### src/rtl/flap_controller.sv
// flap_controller: drives one split-flap character module.
// Accepts a target position over a valid/ready handshake, holds the flap
// timer cleared while idle, then issues one flap_step per timer trigger,
// stepping forward only (wrapping at NUM_CHARS) until the tracked position
// equals the target.
// Optional feature macro: FLAP_HOME_SENSOR_EN adds a home_sensor input that
// resynchronises the tracked position to 0 and a position_err pulse output.
//
// Handshake: a target transfers on a rising clk edge where target_valid and
// target_ready are both high. target_ready is high only in IDLE, so the
// requester must hold target_valid (and target_char) until it sees ready.
// target_valid is ignored in every other state; nothing is queued.
module flap_controller #(
  parameter int NUM_CHARS = 40,
  parameter int CHAR_W    = 6
) (
  input  logic              clk,
  input  logic              sync_reset,
  input  logic              target_valid,
  input  logic [CHAR_W-1:0] target_char,
  output logic              target_ready,
  input  logic              trigger,
  output logic              timer_clear,
  output logic              timer_enable,
  output logic              flap_step,
  output logic [CHAR_W-1:0] current_char,
  output logic              busy,
  output logic              done,
  output logic              target_err
`ifdef FLAP_HOME_SENSOR_EN
  ,
  input  logic              home_sensor,
  output logic              position_err
`endif
);

  localparam logic [CHAR_W-1:0] LAST_POS = CHAR_W'(NUM_CHARS - 1);
  localparam logic [CHAR_W:0]   NUM_EXT  = (CHAR_W + 1)'(NUM_CHARS);

  // Encoding is visible to checkers through state_q.
  typedef enum logic [1:0] {
    IDLE      = 2'd0,
    ARM       = 2'd1,
    WAIT_TICK = 2'd2,
    FINISH    = 2'd3
  } state_e;

  state_e state_q, state_d;

  logic [CHAR_W-1:0] cur_q, cur_d;
  logic [CHAR_W-1:0] tgt_q, tgt_d;
  logic              flap_step_q, flap_step_d;
  logic              done_q, done_d;
  logic              target_err_q, target_err_d;
  logic              timer_clear_q, timer_clear_d;
  logic              timer_enable_q, timer_enable_d;
  logic              pos_err_q, pos_err_d;

  logic              handshake;
  logic              tgt_bad;
  logic              step;
  logic              resync;
  logic [CHAR_W-1:0] base_pos;
  logic [CHAR_W-1:0] pos_next;

  // Handshake and target legality.
  assign handshake = target_valid & target_ready;
  assign tgt_bad   = ({1'b0, target_char} >= NUM_EXT);

  // A trigger only counts while waiting for a tick.
  assign step = (state_q == WAIT_TICK) & trigger;

`ifdef FLAP_HOME_SENSOR_EN
  // The sensor is looked at while the step pulse is out; a mismatch forces 0.
  assign resync = flap_step_q & home_sensor & (cur_q != '0);
`else
  assign resync = 1'b0;
`endif

  // Resync applies before any step taken in the same cycle.
  assign base_pos = resync ? '0 : cur_q;
  assign pos_next = step ? ((base_pos == LAST_POS) ? '0 : base_pos + 1'b1) : base_pos;

  // State register.
  always_ff @(posedge clk) begin
    if (sync_reset) begin
      state_q <= IDLE;
    end else begin
      state_q <= state_d;
    end
  end

  // Next-state logic.
  always_comb begin
    state_d = state_q;
    case (state_q)
      IDLE: begin
        if (handshake && !tgt_bad) begin
          state_d = (target_char == base_pos) ? FINISH : ARM;
        end
      end
      ARM:       state_d = WAIT_TICK;
      WAIT_TICK: begin
        if ((step || resync) && (pos_next == tgt_q)) begin
          state_d = FINISH;
        end
      end
      FINISH:    state_d = IDLE;
      default:   state_d = IDLE;
    endcase
  end

  // Next values of the registered outputs and datapath.
  always_comb begin
    tgt_d = tgt_q;
    if (handshake && !tgt_bad) begin
      tgt_d = target_char;
    end
    cur_d          = pos_next;
    flap_step_d    = step;
    done_d         = (state_q == FINISH);
    target_err_d   = handshake & tgt_bad;
    timer_clear_d  = (state_d != WAIT_TICK);
    timer_enable_d = (state_d == WAIT_TICK);
    pos_err_d      = resync;
  end

  // Output and datapath registers; reset holds the timer cleared.
  always_ff @(posedge clk) begin
    if (sync_reset) begin
      cur_q          <= '0;
      tgt_q          <= '0;
      flap_step_q    <= 1'b0;
      done_q         <= 1'b0;
      target_err_q   <= 1'b0;
      timer_clear_q  <= 1'b1;
      timer_enable_q <= 1'b0;
      pos_err_q      <= 1'b0;
    end else begin
      cur_q          <= cur_d;
      tgt_q          <= tgt_d;
      flap_step_q    <= flap_step_d;
      done_q         <= done_d;
      target_err_q   <= target_err_d;
      timer_clear_q  <= timer_clear_d;
      timer_enable_q <= timer_enable_d;
      pos_err_q      <= pos_err_d;
    end
  end

  // ready is masked during reset so nothing is accepted while it is held.
  assign target_ready = (state_q == IDLE) & ~sync_reset;
  assign busy         = (state_q != IDLE);
  assign timer_clear  = timer_clear_q;
  assign timer_enable = timer_enable_q;
  assign flap_step    = flap_step_q;
  assign current_char = cur_q;
  assign done         = done_q;
  assign target_err   = target_err_q;

`ifdef FLAP_HOME_SENSOR_EN
  assign position_err = pos_err_q;
`else
  // Without the sensor there is never a resync to report.
  logic unused_pos_err;
  assign unused_pos_err = pos_err_q;
`endif

endmodule

### config.mk
export PLATFORM = sky130hd
export DESIGN_NAME = flap_controller
export DESIGN_NICKNAME = d
export VERILOG_FILES = /design/src/rtl/flap_controller.sv
export SDC_FILE = /design/constraint.sdc
export NUM_CORES = 1
export LEC_CHECK = 0
export BUFFER_PORTS_ARGS = -buffer_cell sky130_fd_sc_hd__buf_2
export CORE_ASPECT_RATIO = 0.8
export CORE_MARGIN = 2
export CORE_UTILIZATION = 32
export DETAILED_ROUTE_END_ITERATION = 8
export GPL_TIMING_DRIVEN = 0
export SLEW_MARGIN = 20
export SYNTH_ARGS = -nofsm -noshare
export SYNTH_HDL_FRONTEND = slang
export SYNTH_SLANG_ARGS = --single-unit
### constraint.sdc
create_clock -name clk -period 2.62 [get_ports clk]
set_input_delay 0.131 -clock clk [delete_from_list [all_inputs] [get_ports clk]]
set_output_delay 0.131 -clock clk [all_outputs]
set_load 0.05 [all_outputs]
==> summary.md <==
| Metric | Value |
|---|---|
| Pin count of the biggest net entering global routing | `12` |
| Switch Pwr | `~0.37 mW` |
| Worst vdd ir | `roughly 230 uV` |
| CP endpoint kind | `flop` |
| Area Overhead vs Synth | `16.4%` |
| EDFF count, synth | `0` |
| Reg power frac | `around 39%` |
| Hold_buf cts | `0` |
| Max-slew violations | `0` |
| Worst Path Max Fanout | `10` |
| Combinational share of power | `a little under two fifths` |
| Final total power | `approximately 0.91 mW` |
| Synthesized area | `roughly 1200 sq um` |
| Gr usage total | `roughly 15%` |
| Post-route ant nets | `0` |
| CTS tree | `yes` |
| First-pass GRT wire length | `around 5000 um` |
| Setup violators final | `0` |
| Initial DRC count | `67` |
| Routability cong. | `between 0.7 and 0.8` |
| Final setup TNS | `0 ps` |
| CP Capture Point | `timer_enable` |
| Synth Net Count | `around 160` |
| RR Endpoint | `timer_enable` |
| Initial core utilization | `34.3%` |
| Clock power share | `a little under a quarter` |
| Outcome | `finished clean` |
| CP max-delay cell | `or4_4` |
| Crit path kind | `flop to flop` |
| Leak | `between 0.5 and 0.6 nW` |
| Tcrit/Tclk final | `about 90%` |
| Syn. warnings | `0` |
| Final wirelength | `2960 um` |
| Clock sinks | `19` |
| CTS root buf | `clkbuf_8` |
| CTS buffer count | `3` |
| Reg2Reg Setup Slack | `between 200 and 250 ps` |
| Crit-path max cell delay | `about 550 ps` |
| Drt first pass iters | `4` |
| Vias post-DR | `roughly 1200` |
| Setup Skew | `around 6.8 ps` |
| Synth Area per Inst | `just over 8 sq um` |
| Per-cell routed wire length | `roughly 14 um` |
| Vias in the first global route | `about 1100` |
| # port buffers | `20` |
| Critical path startpoint | `state_q[0]` |
| Worst EP required | `between 2000 and 3000 ps` |
| Io pins | `23` |
| Clock slew at the register clock pins of the worst setup and hold paths | `around 80 ps` |
| Postcts setup bufs | `0` |
| Buf/Inv on CP | `2` |
| Sequential share of the synthesized area | `31.3%` |
| Minimum clock period | `about 2400 ps` |
| Max-Cap Viols | `0` |
| Worst r2r src | `state_q[0]` |
| Fin nets | `about 190` |
| CTS Buffer Depth | `2` |
| Die Span Y | `about 59 um` |
| Gate Count Post-Synth | `between 100 and 150` |
| Crit-path cells | `inv_1, ha_1, buf_2, nand3_1, nor2_1, o221ai_1, or4_4, o211a_1` |
| Initial antenna violation count | `0` |
| Synth unique cells | `44` |
| Slew @ Worst Pin | `~530 ps` |
| Hold Path Class | `input pin to flop` |
| DR DRC count | `0` |
| Ys flop type | `dfxtp_1` |
| CP arrival | `~2600 ps` |
| CTS-repair resized insts | `0` |
| Core Box Area | `about 3500 sq um` |
| Max Fclk | `~0.41 GHz` |
| DP HPWL | `2280 um` |
| Reg2reg path depth | `8` |
| Seq cells post-synth | `19` |
| DIE AREA | `around 4300 sq um` |
| Vias per inst | `5.48` |
| Layout cells sized above 1 | `between 10% and 20%` |
| Cell internal pwr | `0.537 mW` |
| Ant. Diodes | `0` |
| WP depth | `8` |
| Worst setup SP type | `flop` |
| Floorplan row count | `19` |
| CTS HTree Levels | `1` |
| Unrepaired setup endpoints after global routing | `false` |
| Die width | `approximately 73 um` |
| Clk Latency, worst-skew pair | `260 ps` |
| Slew headroom | `approximately 65%` |
| Cell family with most CP delay | `simple AND/OR/NAND/NOR gates` |
| Grt total ovfl | `0` |
| Final hold vios | `0` |
| Net Sw Frac | `40.8%` |
| Ys async rst share | `0%` |
| Pwr dens | `roughly 640 nW/um^2` |
[registers in the layout, indices dropped and copies added, names as in the netlist]
| signal | flops |
|---|---|
| current_char | 6 |
| tgt_q | 6 |
| state_q | 2 |
| done | 1 |
| flap_step | 1 |
| target_err | 1 |
| timer_clear | 1 |
| timer_enable | 1 |
[worst register-to-register path: cells and delay by family, from the launching register on]
family                   cells  cell delay [ps]
AND/OR/NAND/NOR              3             1140
adder cells (fa/ha/maj)      1              160
AO/OA/AOI/OAI                2              390
buffers and inverters        2              300
flip-flops                   1              320
[worst min path at each step]
stage | from | to | slack, ps | depth (start not counted)
6_report | target_char[0] | tgt_q[0] | 130 | 3
5_1_grt | target_char[0] | tgt_q[0] | 140 | 3
4_1_cts | target_char[0] | tgt_q[0] | 120 | 3
3_5_place_dp | target_char[0] | tgt_q[0] | 400 | 3
3_3_place_gp | target_char[1] | tgt_q[1] | 400 | 3
2_1_floorplan | target_char[0] | tgt_q[0] | 270 | 2
[cell families (layout without fill, tap and decap cells)]
logic type | after synthesis | after routing | share of synthesized area, %
buf+inv | 15 | 39 | 6.18
flops | 19 | 19 | 31.3
compound gates | 37 | 37 | 21.4
fa+ha+maj | 5 | 5 | 5.15
xor+xnor | 12 | 12 | 8.66
simple gates | 60 | 60 | 27.2
[cells in the mapped netlist, drive strengths merged, types with 2 or more instances]
library cell	n	area, sq um
inv	6	22.5
a21oi	10	50.1
nor3	4	20.0
clkbuf	5	20.0
nand3b	2	15.0
and4	2	17.5
ha	5	62.6
nand3	7	35.0
nor2b	5	31.3
nor3b	2	15.0
xor2	6	52.6
xnor2	6	52.6
nand2b	3	18.8
a211oi	3	22.5
dfxtp	19	380
nand4	3	18.8
o211a	2	20.0
o22ai	2	18.8
nand2	13	48.8
and2	3	18.8
o21ai	8	40.0
nor2	10	37.5
buf	4	32.5
[power groups by stage]
stage               logic, mW  clock network (mW)  registers [mW]
CTS                     0.344               0.221           0.352
detailed placement      0.344                   0           0.359
global placement        0.337                   0           0.356
finish                  0.343               0.211           0.353
floorplan               0.207                   0           0.413
global route            0.376               0.232           0.357
[area by class of cell]
| type | count | area, sq um |
|---|---|---|
| fill | 360 | 2130 |
| multi-input combinational | 114 | 758 |
| sequential | 19 | 380 |
| timing repair buffer | 20 | 100 |
| buffer | 9 | 52.6 |
| tap | 42 | 52.6 |
| clock buffer | 3 | 41.3 |
| inverter | 6 | 22.5 |
| clock inverter | 1 | 5.00 |
[through the flow]
| step | setup slack [ps] | hold slack, ps | utilization (%) | instances | instance area (sq um) |
|---|---|---|---|---|---|
| after floorplan | 328 | 267 | - | 148 | 1210 |
| after global placement | 293 | 397 | 38.6 | 210 | 1370 |
| after detailed placement | 212 | 404 | 38.6 | 210 | 1370 |
| after CTS | 199 | 123 | 39.9 | 214 | 1410 |
| after global routing | 49.6 | 138 | 39.9 | 214 | 1410 |
| final | 209 | 127 | 39.9 | 214 | 1410 |
[metal layers]
layer	track usage [%]	wire length (um)	vias to the layer above	part of all wire, %
met2	23.2	1280	30	43
met3	3.06	140	7	4.7
met1	21.3	1500	558	51
li1	-	-	577	-
met5	0	0	-	0
met4	3.97	39	0	1.3
[cells in the final DEF (no fill, tap or decap), types with 2 or more instances in the layout]
| master | count |
|---|---|
| nand2b_1 | 3 |
| clkbuf_8 | 3 |
| clkbuf_1 | 4 |
| buf_2 | 22 |
| nor3_1 | 4 |
| o211a_1 | 2 |
| dfxtp_1 | 19 |
| xnor2_1 | 6 |
| buf_6 | 2 |
| nor3b_1 | 2 |
| nand4_1 | 3 |
| o21ai_0 | 8 |
| a21oi_1 | 10 |
| nand3b_1 | 2 |
| nand3_1 | 7 |
| ha_1 | 5 |
| xor2_1 | 6 |
| inv_1 | 6 |
| nand2_1 | 13 |
| nor2b_1 | 5 |
| and4_1 | 2 |
| and2_1 | 3 |
| a211oi_1 | 3 |
| nor2_1 | 10 |
Power figures use the tool's default switching activity.
